`src/rtl/nibble_serial_alu.sv`:
```
// Nibble-serial 32-bit ALU: one 4-bit slice walks the operands a nibble per clock.
// Optional subtract support is compiled in with `define NIBBLE_ALU_SUB_EN.
module nibble_serial_alu (
  input  logic        clk,
  input  logic        rst,
  input  logic        perm_to_count,
  input  logic [2:0]  cmd,
  input  logic [31:0] word1,
  input  logic [31:0] word2,
  output logic        busy,
  output logic [31:0] result,
  output logic        carry
);

  localparam logic [2:0] CMD_ADD   = 3'd0;
`ifdef NIBBLE_ALU_SUB_EN
  localparam logic [2:0] CMD_SUB   = 3'd1;
`endif
  localparam logic [2:0] CMD_AND   = 3'd2;
  localparam logic [2:0] CMD_OR    = 3'd3;
  localparam logic [2:0] CMD_XOR   = 3'd4;
  localparam logic [2:0] CMD_RSHFT = 3'd5;

  logic [2:0] idx;
  logic       done;
  logic       rev;
  logic [2:0] start_idx;
  logic [2:0] last_idx;
  logic       is_latest;
  logic       start_carry;
  logic [3:0] d1;
  logic [3:0] d2;
  logic [3:0] nib;
  logic       co;
  logic [4:0] sum5;

  // RSHFT walks MSB to LSB so the shifted-out bit can ripple downward
  assign rev       = (cmd == CMD_RSHFT);
  assign start_idx = rev ? 3'd7 : 3'd0;
  assign last_idx  = rev ? 3'd0 : 3'd7;
  assign is_latest = (idx == last_idx);
  assign busy      = perm_to_count && !is_latest;

`ifdef NIBBLE_ALU_SUB_EN
  assign start_carry = (cmd == CMD_SUB);
`else
  assign start_carry = 1'b0;
`endif

  assign d1 = word1[{idx, 2'b00} +: 4];
  assign d2 = word2[{idx, 2'b00} +: 4];

  always_comb begin
    nib  = 4'h0;
    co   = carry;
    sum5 = 5'h00;
    case (cmd)
      CMD_ADD: begin
        sum5 = {1'b0, d1} + {1'b0, d2} + {4'b0000, carry};
        nib  = sum5[3:0];
        co   = sum5[4];
      end
`ifdef NIBBLE_ALU_SUB_EN
      CMD_SUB: begin
        sum5 = {1'b0, d1} + {1'b0, ~d2} + {4'b0000, carry};
        nib  = sum5[3:0];
        co   = sum5[4];
      end
`endif
      CMD_AND: nib = d1 & d2;
      CMD_OR:  nib = d1 | d2;
      CMD_XOR: nib = d1 ^ d2;
      CMD_RSHFT: begin
        nib = {carry, d2[3:1]};
        co  = d2[0];
      end
      default: begin
        nib = 4'h0;
        co  = carry;
      end
    endcase
  end

  always_ff @(posedge clk or posedge rst) begin
    if (rst) begin
      idx    <= 3'd0;
      done   <= 1'b0;
      carry  <= 1'b0;
      result <= 32'h0000_0000;
    end else if (!perm_to_count) begin
      idx   <= start_idx;
      done  <= 1'b0;
      carry <= start_carry;
    end else if (!done) begin
      result[{idx, 2'b00} +: 4] <= nib;
      carry                     <= co;
      if (is_latest) begin
        done <= 1'b1;
      end else if (rev) begin
        idx <= idx - 3'd1;
      end else begin
        idx <= idx + 3'd1;
      end
    end
  end

endmodule

```
`config.mk`:
```
export PLATFORM = sky130hd
export DESIGN_NAME = nibble_serial_alu
export DESIGN_NICKNAME = d
export VERILOG_FILES = /design/src/rtl/nibble_serial_alu.sv
export SDC_FILE = /design/constraint.sdc
export NUM_CORES = 1
export LEC_CHECK = 0
export BUFFER_PORTS_ARGS = -buffer_cell sky130_fd_sc_hd__buf_2
export CELL_PAD_IN_SITES_DETAIL_PLACEMENT = 1
export CELL_PAD_IN_SITES_GLOBAL_PLACEMENT = 2
export CORE_MARGIN = 1.5
export CORE_UTILIZATION = 27
export DETAILED_ROUTE_END_ITERATION = 12
export PLACE_DENSITY = 0.8
export SLEW_MARGIN = 10
export SYNTH_ARGS = -nofsm -noshare
export SYNTH_HDL_FRONTEND = slang
export SYNTH_SLANG_ARGS = --single-unit
```
`constraint.sdc`:
```
create_clock -name clk -period 3 [get_ports clk]
set_input_delay 0.45 -clock clk [delete_from_list [all_inputs] [get_ports clk]]
set_output_delay 0.45 -clock clk [all_outputs]
set_load 0.01 [all_outputs]
```
# Yosys cells after proc, flatten, opt, wreduce, memory -nomap -nowiden
# Cells that the tools add are included.
[word_totals] reg_bits=37 inputBits=70 output_inout_bits=34
[op_classes] addsub=5 n_eq_ne=8 n_shift=4 mux=14 bitwise=4 reduce_logical=6
[op_table] cell="$shiftx A32 B6 Y4" count=2
[op_table] cell="$bwmux W32" count=1
[op_table] cell="$shift A4 B7 Y32 const A" count=1
[op_table] cell="$shiftx A4 B7 Y32" count=1
[op_table] cell="$pmux W4 S5" count=1
[op_table] cell="$mux W3" count=6
[op_table] cell="$neg A5 Y7" count=1
[op_table] cell="$eq A3 B2 Y1 const B" count=2
[op_table] cell="$eq A3 B3 Y1 const B" count=2
[op_table] cell="$reduce_and A2 Y1" count=3
[op_table] cell="$add A4 B4 Y5" count=1
[op_table] cell="$add A5 B1 Y5" count=1
[op_table] cell="$mux W1" count=5
[op_table] cell="$and A4 B4 Y4" count=1
[op_table] cell="$ne A2 B2 Y1 const B" count=2
[op_table] cell="$or A4 B4 Y4" count=1
[op_table] cell="$xor A4 B4 Y4" count=1
[op_table] cell="$add A3 B1 Y3 const B" count=1
[op_table] cell="$eq A3 B3 Y1" count=1
[op_table] cell="$logic_not A3 Y1" count=1
[op_table] cell="$ne A3 B1 Y1 const B" count=1
[op_table] cell="$sub A3 B1 Y3 const B" count=1
[op_table] cell="$pmux W1 S2" count=1
[op_table] cell="$logic_and A1 B1 Y1" count=1
[op_table] cell="2 further kinds" count=2

# Logic depth before layout (Yosys ltp)
# Gate-level depths: netlist (run 1).
[logic_depth] word_depth=6 ltp_mapped=14 mapped_depth_nobuf=11

# Worst setup path after synthesis (run 1)
# OpenSTA, ideal clock, no wires.
[synth_path] path_type="reg-to-reg" start="reg idx[0]" end="reg result[17]" setup_time_ps=83 arrival_time_ps=2837 required_time_ps=2917 setup_slack_ps=80 path_stages_with_launch=14 period_less_slack_ps=2920 path_cell_list="dfrtp_1 buf_6 buf_12 buf_6 mux4_2 nand2_1 and2_1 inv_2 fa_1 inv_1 fa_1 o21ai_0 a22oi_1 a31oi_1"
[synth_via] elab_chain_cells=6 word_cells_on_any_way=12
[synth_lines] item="start: declaration" line_no="24" rtl="logic [2:0] idx;"
[synth_lines] item="start signal: assignment" line_no="91" rtl="idx <= start_idx;"
[synth_lines] item="start signal: assignment" line_no="100" rtl="idx <= idx - 3'd1;"
[synth_lines] item="start signal: assignment" line_no="102" rtl="idx <= idx + 3'd1;"
[synth_lines] item="$shiftx A32 B6 Y4 (on tied branches)" line_no="50, 51"
[synth_lines] item="$add A4 B4 Y5" line_no="59" rtl="sum5 = {1'b0, d1} + {1'b0, d2} + {4'b0000, carry};"
[synth_lines] item="$add A5 B1 Y5" line_no="59"
[synth_lines] item="$pmux W4 S5" line_no="57" rtl="case (cmd)"
[synth_lines] item="$shiftx A4 B7 Y32" line_no="95" rtl="result[{idx, 2'b00} +: 4] <= nib;"
[synth_lines] item="$bwmux W32 *" line_no="95"
[synth_lines] item="end signal: indexed assignment" line_no="95"
[synth_lines] item="end: declaration" line_no="11" rtl="output logic [31:0] result,"
# Mark *: on every way between the ends. The rest lies on a longest branch, timed or not.
# A chain may end at the register's enable or synchronous reset.

# Final worst setup path (run 1)
[layout_path] start="reg idx[0]" end="reg carry"
[layout_via] elab_chain_cells=6 word_cells_on_any_way=7
[layout_lines] item="$shiftx A32 B6 Y4 (on tied branches)" line_no="50, 51"
[layout_lines] item="$add A4 B4 Y5" line_no="59"
[layout_lines] item="$add A5 B1 Y5" line_no="59"
[layout_lines] item="$pmux W1 S2 *" line_no="57"
[layout_lines] item="$mux W1 *" line_no="94" rtl="end else if (!done) begin"
[layout_lines] item="$mux W1 *" line_no="90" rtl="end else if (!perm_to_count) begin"
[layout_lines] item="end signal: assignment" line_no="93" rtl="carry <= start_carry;"
[layout_lines] item="end signal: assignment" line_no="96" rtl="carry <= co;"
[layout_lines] item="end: declaration" line_no="12" rtl="output logic carry"
# Mark *: on every way between the ends. The rest lies on a longest branch, timed or not. The select of a mux whose other input is x is not followed.

==> reports/metrics.cfg, run 1 <==
[setup_path]
worstSetupPathType=flop to flop
worstPathMaxFanout=5
crit_chain=buf_6 > mux4_2 > mux2i_4 > inv_1 > fa_2 > inv_1 > fa_1 > nor2b_1 > o21ai_0 > a211oi_1 > o31a_1
crit_path_start_kind=flop
critical-path-max-stage-delay_ns=0.54
crit_path_frequent_cell=inv_1
path_buf_inv=3
crit_slowest_cell=mux4_2
crit_arrival_ns=3.08
worstPathRequired_ns=3.19
path_delay_family=multiplexers
end_kind=flop

[flow_run]
cap_violations=0

[synth]
syn_inst=246
synth-async-reset-ratio_pct=100
synth_warnings=0
synth_seq_cells=37
synth_top_area_cell=dfrtp_1
syn_area_sq_um=2680
yosysUniqueCellTypes=51
synth.most_common_cell=dfrtp_1
synth.avg_cell_area_sq_um=10.9
synthTopCellsByArea=dfrtp_1 (35%), mux4_2 (7.6%), mux4_1 (6.9%)
synth_top_area_share_pct=34.5
synth-edff-count=0
synth_flop_cell=dfrtp_1
yosys-top-cells-count=dfrtp_1 (37), nor2_1 (33), a31oi_1 (17)
syn_nets=330
seq_area_frac_synth_pct=34.5

[die]
pin_count=104
dieWidth_um=103
die-area_sq_um=10500
core-area_sq_um=9680
rows=36
start_util_pct=27.7
die_h_um=103

[detailed_routing]
viasPerCell=4.85
wl_per_cell_um=16.1
drt_iter0_markers=63
route.detailed.drc=0
drt_pre_antenna_iters=4
vias=2418
final_antenna_net_count=0
drt-total-wl_mm=8.04

[worst_hold_path]
worstHoldPathType=input port to async pin

[sta]
worstMarginPinSlew_ns=0.542
rsz0062_at_grt=false
fmax_mhz=345
setup_viol=0
hold_ws_ns=0.256
period_needed_ns=2.90
skew_ns=0.0104
post-route-period-util_pct=96.6
hold_viol=0
drv_slew=0
max_slew_margin_pct=63.7

[pwr]
total_power_uw=3020
power_density_nw_per_um2=831
power_leakage_uw=0.00172
ir_drop_v=0.000262

[global_route]
grt_max_degree=38
grt-ovfl-total=0
track_usage_pct=15.5
antenna_found_initial=0
grt_pass1_wl_mm=12.6
grt_pass1_vias=2558

[layout]
multi_input_area_sq_um=1630
fillers=1123
area_growth_pct=35.7
regArea_sq_um=928
antenna_cells_inserted=0
nets=449
drive_gt1_share_pct=49.2

[clock_tree]
clock_tree.root_cell=clkbuf_8
clockBufferDepth=2
cts_buffers=5
holdBufCountCts=0
cts.sinks=37
clk_pin_slew_ns=0.08
htree_levels=2
tritoncts=done
clk-insertion-delay-late_ns=0.29

[place]
post-dp-hpwl_mm=6.42
port-buffer-count=103
gp_congestion=0.845

[status]
status=complete, no violations

==> sequential cells by signal, indices dropped and copies added (netlist names) <==
register / cells
idx: 3
result: 32
carry: 1
done: 1
==> per-layer routing <==
metal	GRT usage, %	share of wire, %	up-vias
met4	6.11	2.6	0
met2	27.8	52	59
li1	-	-	1136
met1	18.8	42	1204
met3	2.31	3.4	19
met5	0	0	-
==> layout make-up <==
cell class | instances | area share (%)
flip-flops and latches | 37 | 25.5
clock inverters | 3 | 1.89
repair buffers | 126 | 19.5
well taps | 133 | 4.57
inverters | 17 | 1.79
multi-input cells | 178 | 44.9
clock buffers | 5 | 1.89
==> placed cells by master (no fill, tap or decap), types with 6 or more instances in the layout <==
cell     instances
ha_1            11
mux2_2          10
buf_2          103
nand2_1         13
a31oi_1         17
nor2_1          33
nor2b_1          6
mux4_2           9
a21oi_1         10
dfrtp_1         35
buf_4           20
mux4_1           7
inv_1           14
==> worst paths after layout <==
check                             endpoint     startpoint  depth (start not counted)  slack [ns]
worst max-delay path                 carry         idx[0]                         11        0.10
worst min-delay path            result[15]            rst                          3        0.26
worst max register to register       carry         idx[0]                         11        0.10
worst min register to register   result[0]      result[0]                          1        0.51
max in group asynchronous           idx[1]            rst                          3        2.39
min in group clk                      done  perm_to_count                          2        0.49
==> where the power goes <==
group,internal [uW],switching [uW]
clock network,335,194
logic,771,852
registers,724,147
==> through the flow <==
step / util (%) / instance area [sq um] / worst slack (ns) / cells / setup TNS, ns
floorplan: - / 2680 / 0.0805 / 246 / 0
global placement: 35.5 / 3440 / 0.0543 / 489 / 0
detailed placement: 35.5 / 3440 / -0.0791 / 489 / -1.12
CTS: 37.2 / 3600 / -0.00612 / 497 / -0.00612
global route: 37.6 / 3640 / 0.00459 / 499 / 0
finish: 37.6 / 3640 / 0.101 / 499 / 0
==> worst min-delay path: cells and delay by family <==
| kind | cells | cell delay (ns) |
|---|---|---|
| buffers and inverters | 3 | 0.54 |
==> what timing repair did <==
action,CTS,global route
pin swaps,0,4
setup buffers,0,2
endpoints found under the setup margin,31,22
gates resized for setup,5,8
==> logic make-up (layout without fill, tap and decap cells) <==
kind of cell | after synthesis | in the layout | synth area share (%)
AND/OR/NAND/NOR | 84 | 84 | 17.6
AO/OA/AOI/OAI | 49 | 49 | 12.9
flip-flops | 37 | 37 | 34.5
multiplexers | 31 | 31 | 21.6
buffers and inverters | 31 | 151 | 6.02
adder cells (fa/ha/maj) | 14 | 14 | 7.37
(Power assumes the default switching activity.)
==> inputs of run 2 (changes only) <==
--- a/config.mk
+++ b/config.mk
@@ -5,13 +5,13 @@
 export SDC_FILE = /design/constraint.sdc
 export NUM_CORES = 1
 export LEC_CHECK = 0
-export BUFFER_PORTS_ARGS = -buffer_cell sky130_fd_sc_hd__buf_2
 export CELL_PAD_IN_SITES_DETAIL_PLACEMENT = 1
 export CELL_PAD_IN_SITES_GLOBAL_PLACEMENT = 2
 export CORE_MARGIN = 1.5
-export CORE_UTILIZATION = 27
+export CORE_UTILIZATION = 35
 export DETAILED_ROUTE_END_ITERATION = 12
-export PLACE_DENSITY = 0.8
+export DONT_BUFFER_PORTS = 1
+export PLACE_DENSITY = 0.79
 export SLEW_MARGIN = 10
 export SYNTH_ARGS = -nofsm -noshare
 export SYNTH_HDL_FRONTEND = slang
==> constraint.sdc (replaced) <==
create_clock -name clk -period 3 [get_ports clk]
set_input_delay 0.6 -clock clk [delete_from_list [all_inputs] [get_ports clk]]
set_output_delay 0.6 -clock clk [all_outputs]
set_load 0.01 [all_outputs]
==> run 2 against run 1 <==
  * Sequential cell count unchanged
  * Register-to-register slack better by 0.04 ns
  * Critical path depth decreased by 2
  * Die area down 22%
  * Count of clock-buffer cells in the layout is the same
  * Via count shrank 19%
  * Final cell count is 28% lower
  * Critical endpoint is now result[12]
  * First-iteration DRC count is 27% higher
==> reports/metrics.cfg, run 2 (synthesis gave the netlist of run 1 again) <==
[setup_path]
r2r_slack_ns=0.15  ; +0.04 ns
crit_path_start_kind=flop
ff2ff_path_depth=9  ; -2
worstPathRequired_ns=3.18  ; about the same
r2r-start=idx[0]
worstPathMaxFanout=9  ; +4
worstSetupStartpoint=idx[0]
reg2reg_to=result[12]
cp-endpoint=result[12]
crit_arrival_ns=3.04  ; -0.04 ns
end_kind=flop
worstSetupPathType=flop to flop

[sta]
fmax_mhz=350  ; +1.6%
max_slew_margin_pct=65.0  ; +1.3 points
skew_ns=0.00548  ; -0.00496 ns
setup_viol=0  ; unchanged
worstMarginPinSlew_ns=0.524  ; -0.0189 ns
post-route-period-util_pct=95.1  ; -1.5 points
finalSetupTns_ns=0  ; unchanged
drv_slew=0  ; unchanged
rsz0062_at_grt=false
hold_viol=0  ; unchanged
period_needed_ns=2.85  ; -0.0446 ns

[layout]
drive_gt1_share_pct=27.4  ; -22 points
regArea_sq_um=928  ; unchanged
fin_cells=358  ; -28%
top_register=result
mostFrequentLayoutCell=dfrtp_1
multi_input_area_sq_um=1620  ; -1.0%
mostFrequentLayoutCells=dfrtp_1 (35), nor2_1 (33), a31oi_1 (17), buf_4 (17), inv_1 (14)
largest_register_ff_count=32  ; unchanged
nets=342  ; -24%
post-route-util_pct=41.5  ; +3.9 points
fillers=804  ; -28%
area_growth_pct=13.3
largestRegisters=result x32, idx x3
antenna_cells_inserted=0  ; unchanged

[die]
rows=31  ; -14%
pin_count=104  ; unchanged
dieWidth_um=90.5  ; -12%
die_h_um=90.5  ; -12%
start_util_pct=36.6  ; +8.9 points
die-area_sq_um=8200  ; -22%
core-area_sq_um=7330  ; -24%

[pwr]
ir_drop_v=0.000276  ; +5.5%
power_density_nw_per_um2=898  ; +8.2%
clockPowerShare_pct=19.4  ; +1.9 points
power_leakage_uw=0.00128  ; -26%
switching_power_uw=1100  ; -7.6%
power_frac_seq_pct=37.3  ; +8.5 points
p_int_uw=1630  ; -11%
swShare_pct=40.4  ; +0.89 points
comb_power_share_pct=43.3  ; -10 points

[place]
post-dp-hpwl_mm=5.61  ; -13%
dp.cells=348  ; -29%
gp_congestion=0.803  ; -4.9%
port-buffer-count=0  ; -100%

[global_route]
grt_max_degree=38  ; unchanged
grt-ovfl-total=0  ; unchanged
track_usage_pct=17.8  ; +2.2 points
antenna_found_initial=0  ; unchanged
grt_pass1_wl_mm=11.6  ; -7.9%
grt_pass1_vias=2131  ; -17%

[clock_tree]
clk_pin_slew_ns=0.08  ; about the same
clock_tree.root_cell=clkbuf_8
holdBufCountCts=0  ; unchanged
clockBufferDepth=2  ; unchanged
cts.sinks=37  ; unchanged
tritoncts=done
htree_levels=2  ; unchanged
clk-insertion-delay-late_ns=0.30  ; about the same
cts_buffers=5  ; unchanged

[detailed_routing]
drt_iter0_markers=80  ; +27%
drt_pre_antenna_iters=4  ; unchanged
final_antenna_net_count=0  ; unchanged
vias=1960  ; -19%
route.detailed.drc=0  ; unchanged
drt-total-wl_mm=7.02  ; -13%
viasPerCell=5.47  ; +13%
wl_per_cell_um=19.6  ; +22%

[status]
status=complete, no violations

[flow_run]
cap_violations=0  ; unchanged

[worst_hold_path]
worstHoldPathType=input port to async pin

==> run 2: through the flow <==
step / hold WS (ns) / setup slack (ns) / instance area (sq um) / power, uW
5_1_grt: 0.337 / 0.00324 / 3040 / 2940
2_1_floorplan: 0.531 / 0.0805 / 2680 / 1860
4_1_cts: 0.313 / 0.0110 / 3010 / 2750
6_report: 0.303 / 0.146 / 3040 / 2730
3_3_place_gp: 0.551 / -0.115 / 2850 / 2120
3_5_place_dp: 0.557 / -0.155 / 2850 / 2180
==> run 2: worst min path at each step <==
stage | cells past startpoint | start | endpoint | slack, ns
2_1_floorplan | 1 | result[0] | result[0] | 0.53
3_3_place_gp | 1 | result[0] | result[0] | 0.55
3_5_place_dp | 1 | result[0] | result[0] | 0.56
5_1_grt | 2 | rst | result[14] | 0.34
6_report | 2 | rst | result[13] | 0.30
4_1_cts | 2 | rst | result[14] | 0.31
==> run 2: worst max-delay path, stage by stage, from the launching register on <==
cell and delay [ns]:
dfrtp_2 0.42, buf_12 0.15, mux4_2 0.52, mux2i_4 0.16, inv_1 0.09, fa_1 0.42, mux2_2 0.27, a32oi_1 0.24
o21ai_2 0.17, mux2_2 0.30
==> run 2: per-layer routing <==
metal,track usage [%],vias to the layer above,share of wire [%]
met3,4.12,11,4.6
met2,30.0,53,49
met4,5.56,0,1.6
met5,0,-,0
li1,-,922,-
met1,22.4,974,45
==> run 2: what timing repair did <==
item | CTS | global route
buffers inserted | 1 | 1
gates cloned | 0 | 0
gates resized for setup | 2 | 6
pin swaps | 1 | 6
setup endpoints to repair | 16 | 31
==> run 2: layout make-up <==
class                           count  share of cell area [%]
Clock buffer                        5                    2.26
Clock inverter                      3                    2.26
Inverter                           17                    2.14
Multi-Input combinational cell    178                    53.2
Sequential cell                    37                    30.5
Tap cell                           99                    4.07
Timing Repair Buffer               19                    5.51
==> run 2: power by group through the flow <==
stage / logic, uW / clock network (uW) / registers (uW)
2_1_floorplan: 919 / 0 / 944
4_1_cts: 1170 / 550 / 1030
6_report: 1180 / 531 / 1020
5_1_grt: 1320 / 563 / 1050
3_3_place_gp: 1090 / 0 / 1030
3_5_place_dp: 1140 / 0 / 1040
==> inputs of run 3 (changes only) <==
--- a/config.mk
+++ b/config.mk
@@ -11,7 +11,7 @@
 export CORE_UTILIZATION = 35
 export DETAILED_ROUTE_END_ITERATION = 12
 export DONT_BUFFER_PORTS = 1
-export PLACE_DENSITY = 0.79
+export PLACE_DENSITY_LB_ADDON = 0.1
 export SLEW_MARGIN = 10
 export SYNTH_ARGS = -nofsm -noshare
 export SYNTH_HDL_FRONTEND = slang
==> run 3 against run 2 <==
  * Global-route usage shrank 0.23 points
  * Clock power is 31% lower
  * Largest power group unchanged
  * Wire length rose by 0.27%
  * Register-to-register slack lost 0.02 ns
  * Sequential share of layout area fell by 0.22 points
  * Sequential power about the same
  * Power decreased by 3.3%
  * Critical path type unchanged
  * Setup slack worse by 0.016 ns
  * Largest cell class unchanged
  * Clock skew rose by 0.0024 ns
  * Critical endpoint is now result[4]
  * Sequential cell count stayed put
  * Die area unchanged
  * Via count decreased by 0.56%
==> reports/metrics.cfg, run 3 (synthesis gave the netlist of run 1 again) <==
[sta]
drv_slew=0  ; unchanged
worstMarginPinSlew_ns=0.638  ; +0.114 ns
max_slew_margin_pct=57.4  ; -7.5 points
finalSetupTns_ns=0  ; unchanged
skew_ns=0.00784  ; +0.00236 ns
period_needed_ns=2.87  ; +0.0161 ns
post-route-period-util_pct=95.7  ; +0.54 points
fmax_mhz=348  ; -0.56%
hold_viol=0  ; unchanged
rsz0062_at_grt=false
setup_viol=0  ; unchanged

[layout]
mostFrequentLayoutCell=dfrtp_1
mostFrequentLayoutCells=dfrtp_1 (37), nor2_1 (33), buf_4 (21)
top_register=result
largestRegisters=result x32, idx x3
antenna_cells_inserted=0  ; unchanged
postLayoutCellArea_sq_um=3050  ; +0.45%
largest_register_ff_count=32  ; unchanged
area_growth_pct=13.9
nets=348  ; +1.8%
drive_gt1_share_pct=28.7  ; +1.3 points

[setup_path]
reg2reg_to=result[4]
ff2ff_path_depth=10  ; +1
worstSetupStartpoint=idx[0]
worstPathRequired_ns=3.17  ; about the same
crit_arrival_ns=3.04  ; about the same
worstSetupPathType=flop to flop
r2r-start=idx[0]
critical-path-max-stage-delay_ns=0.53  ; about the same
crit_path_start_kind=flop
end_kind=flop
crit_chain=buf_6 > mux4_1 > nand2_1 > and2_4 > inv_2 > fa_2 > mux2_2 > a32oi_1 > o21ai_2 > mux2_2
crit_slowest_cell=mux4_1
worstPathMaxFanout=7  ; -2
crit_path_frequent_cell=mux2_2
r2r_slack_ns=0.13  ; -0.02 ns

[flow_run]
cap_violations=0  ; unchanged

[global_route]
antenna_found_initial=0  ; unchanged
track_usage_pct=17.5  ; -0.23 points
grt_use_met1_pct=24.9  ; +2.5 points
grt_pass1_vias=2023  ; -5.1%
busiest_layer=met2
grt_max_degree=23  ; -39%
grt-ovfl-total=0  ; unchanged
grt_pass1_wl_mm=11.3  ; -3.1%
grt_util_met3_pct=3.96  ; -0.17 points
grt_use_met2_pct=27.2  ; -2.8 points

[die]
core-area_sq_um=7330  ; unchanged
pin_count=104  ; unchanged
die-area_sq_um=8200  ; unchanged
start_util_pct=36.6  ; unchanged
rows=31  ; unchanged
dieWidth_um=90.5  ; unchanged
die_h_um=90.5  ; unchanged

[clock_tree]
clockBufferDepth=2  ; unchanged
clock_tree.root_cell=clkbuf_8
holdBufCountCts=0  ; unchanged
cts.sinks=37  ; unchanged
cts_buffers=5  ; unchanged
htree_levels=2  ; unchanged
clk_pin_slew_ns=0.08  ; about the same
tritoncts=done
clk-insertion-delay-late_ns=0.29  ; about the same

[pwr]
power_density_nw_per_um2=864  ; -3.8%
power_leakage_uw=0.00130  ; +1.4%
power_frac_seq_pct=38.3  ; +1.0 points
swShare_pct=42.5  ; +2.1 points
clockPowerShare_pct=14.0  ; -5.4 points
ir_drop_v=0.000207  ; -25%
p_int_uw=1520  ; -6.8%
switching_power_uw=1120  ; +1.7%
total_power_uw=2640  ; -3.3%
comb_power_share_pct=47.7  ; +4.4 points

[status]
status=complete, no violations

[worst_hold_path]
worstHoldPathType=input port to async pin

[place]
port-buffer-count=0  ; unchanged
gp_congestion=0.816  ; +1.6%
placed_area_sq_um=2880  ; +1.1%
post-dp-hpwl_mm=5.53  ; -1.3%

[detailed_routing]
vias=1949  ; -0.56%
drt_iter0_markers=44  ; -45%
drt-total-wl_mm=7.04  ; +0.27%
drt_pre_antenna_iters=4  ; unchanged
route.detailed.drc=0  ; unchanged
viasPerCell=5.35  ; -2.2%
wl_per_cell_um=19.3  ; -1.4%
final_antenna_net_count=0  ; unchanged

-- run 3: cell types whose count changed in the layout (fill, tap and decap cells not counted), moves of 2 or more --
cell and change:
buf_4 +4, dfrtp_1 +2, dfrtp_2 -2, buf_6 +2, bufinv_16 -2
-- run 3: layer usage --
| metal | vias to the layer above | share of wire (%) |
|---|---|---|
| li1 | 932 | - |
| met3 | 5 | 4.7 |
| met1 | 962 | 49 |
| met4 | 0 | 0.67 |
| met5 | - | 0 |
| met2 | 50 | 46 |
-- run 3: critical path, delay by kind of cell (launching register included) --
| kind | cells | cell delay (ns) |
|---|---|---|
| AOI/OAI and AO/OA | 2 | 0.45 |
| buffers and inverters | 2 | 0.17 |
| muxes | 3 | 1.10 |
| adders and majority gates | 1 | 0.42 |
| and+or+nand+nor | 2 | 0.24 |
| DFF | 1 | 0.38 |
-- run 3: final cells by class --
class / count / area, sq um
sequential: 37 / 926
timing repair buffer: 25 / 220
inverter: 17 / 65.1
tap: 99 / 124
multi-input combinational: 178 / 1620
clock buffer: 6 / 82.6
fill: 810 / 4280
clock inverter: 2 / 13.8
-- run 3: repair_timing --
item	CTS	global route
gates cloned	0	0
pin swaps	1	4
buffers inserted	1	3
resized for setup	1	8
setup endpoints to repair	16	30
-- run 3: how the worst max path moves through the flow --
| stage | endpoint | slack (ns) | depth (start not counted) |
|---|---|---|---|
| floorplan | result[17] | 0.08 | 13 |
| global placement | result[9] | -0.06 | 10 |
| detailed placement | result[9] | -0.12 | 10 |
| CTS | result[17] | 0.01 | 11 |
| global route | result[30] | 0.02 | 10 |
| finish | result[4] | 0.13 | 10 |
-- run 3: power groups by stage --
| stage | registers, uW | logic, uW | clock network (uW) |
|---|---|---|---|
| final | 1010 | 1260 | 369 |
| after global routing | 1050 | 1400 | 407 |
| after CTS | 1020 | 1230 | 387 |
| after detailed placement | 1030 | 1190 | 0 |
| after global placement | 1020 | 1170 | 0 |
| after floorplan | 944 | 919 | 0 |
-- run 3: stage by stage --
step / hold WS (ns) / std cells / setup slack (ns) / utilization [%]
after global placement: 0.546 / 352 / -0.0559 / 39.3
after global routing: 0.331 / 364 / 0.0200 / 41.7
final: 0.273 / 364 / 0.130 / 41.7
after detailed placement: 0.550 / 352 / -0.120 / 39.3
after floorplan: 0.531 / 246 / 0.0805 / -
after CTS: 0.296 / 361 / 0.0118 / 40.9
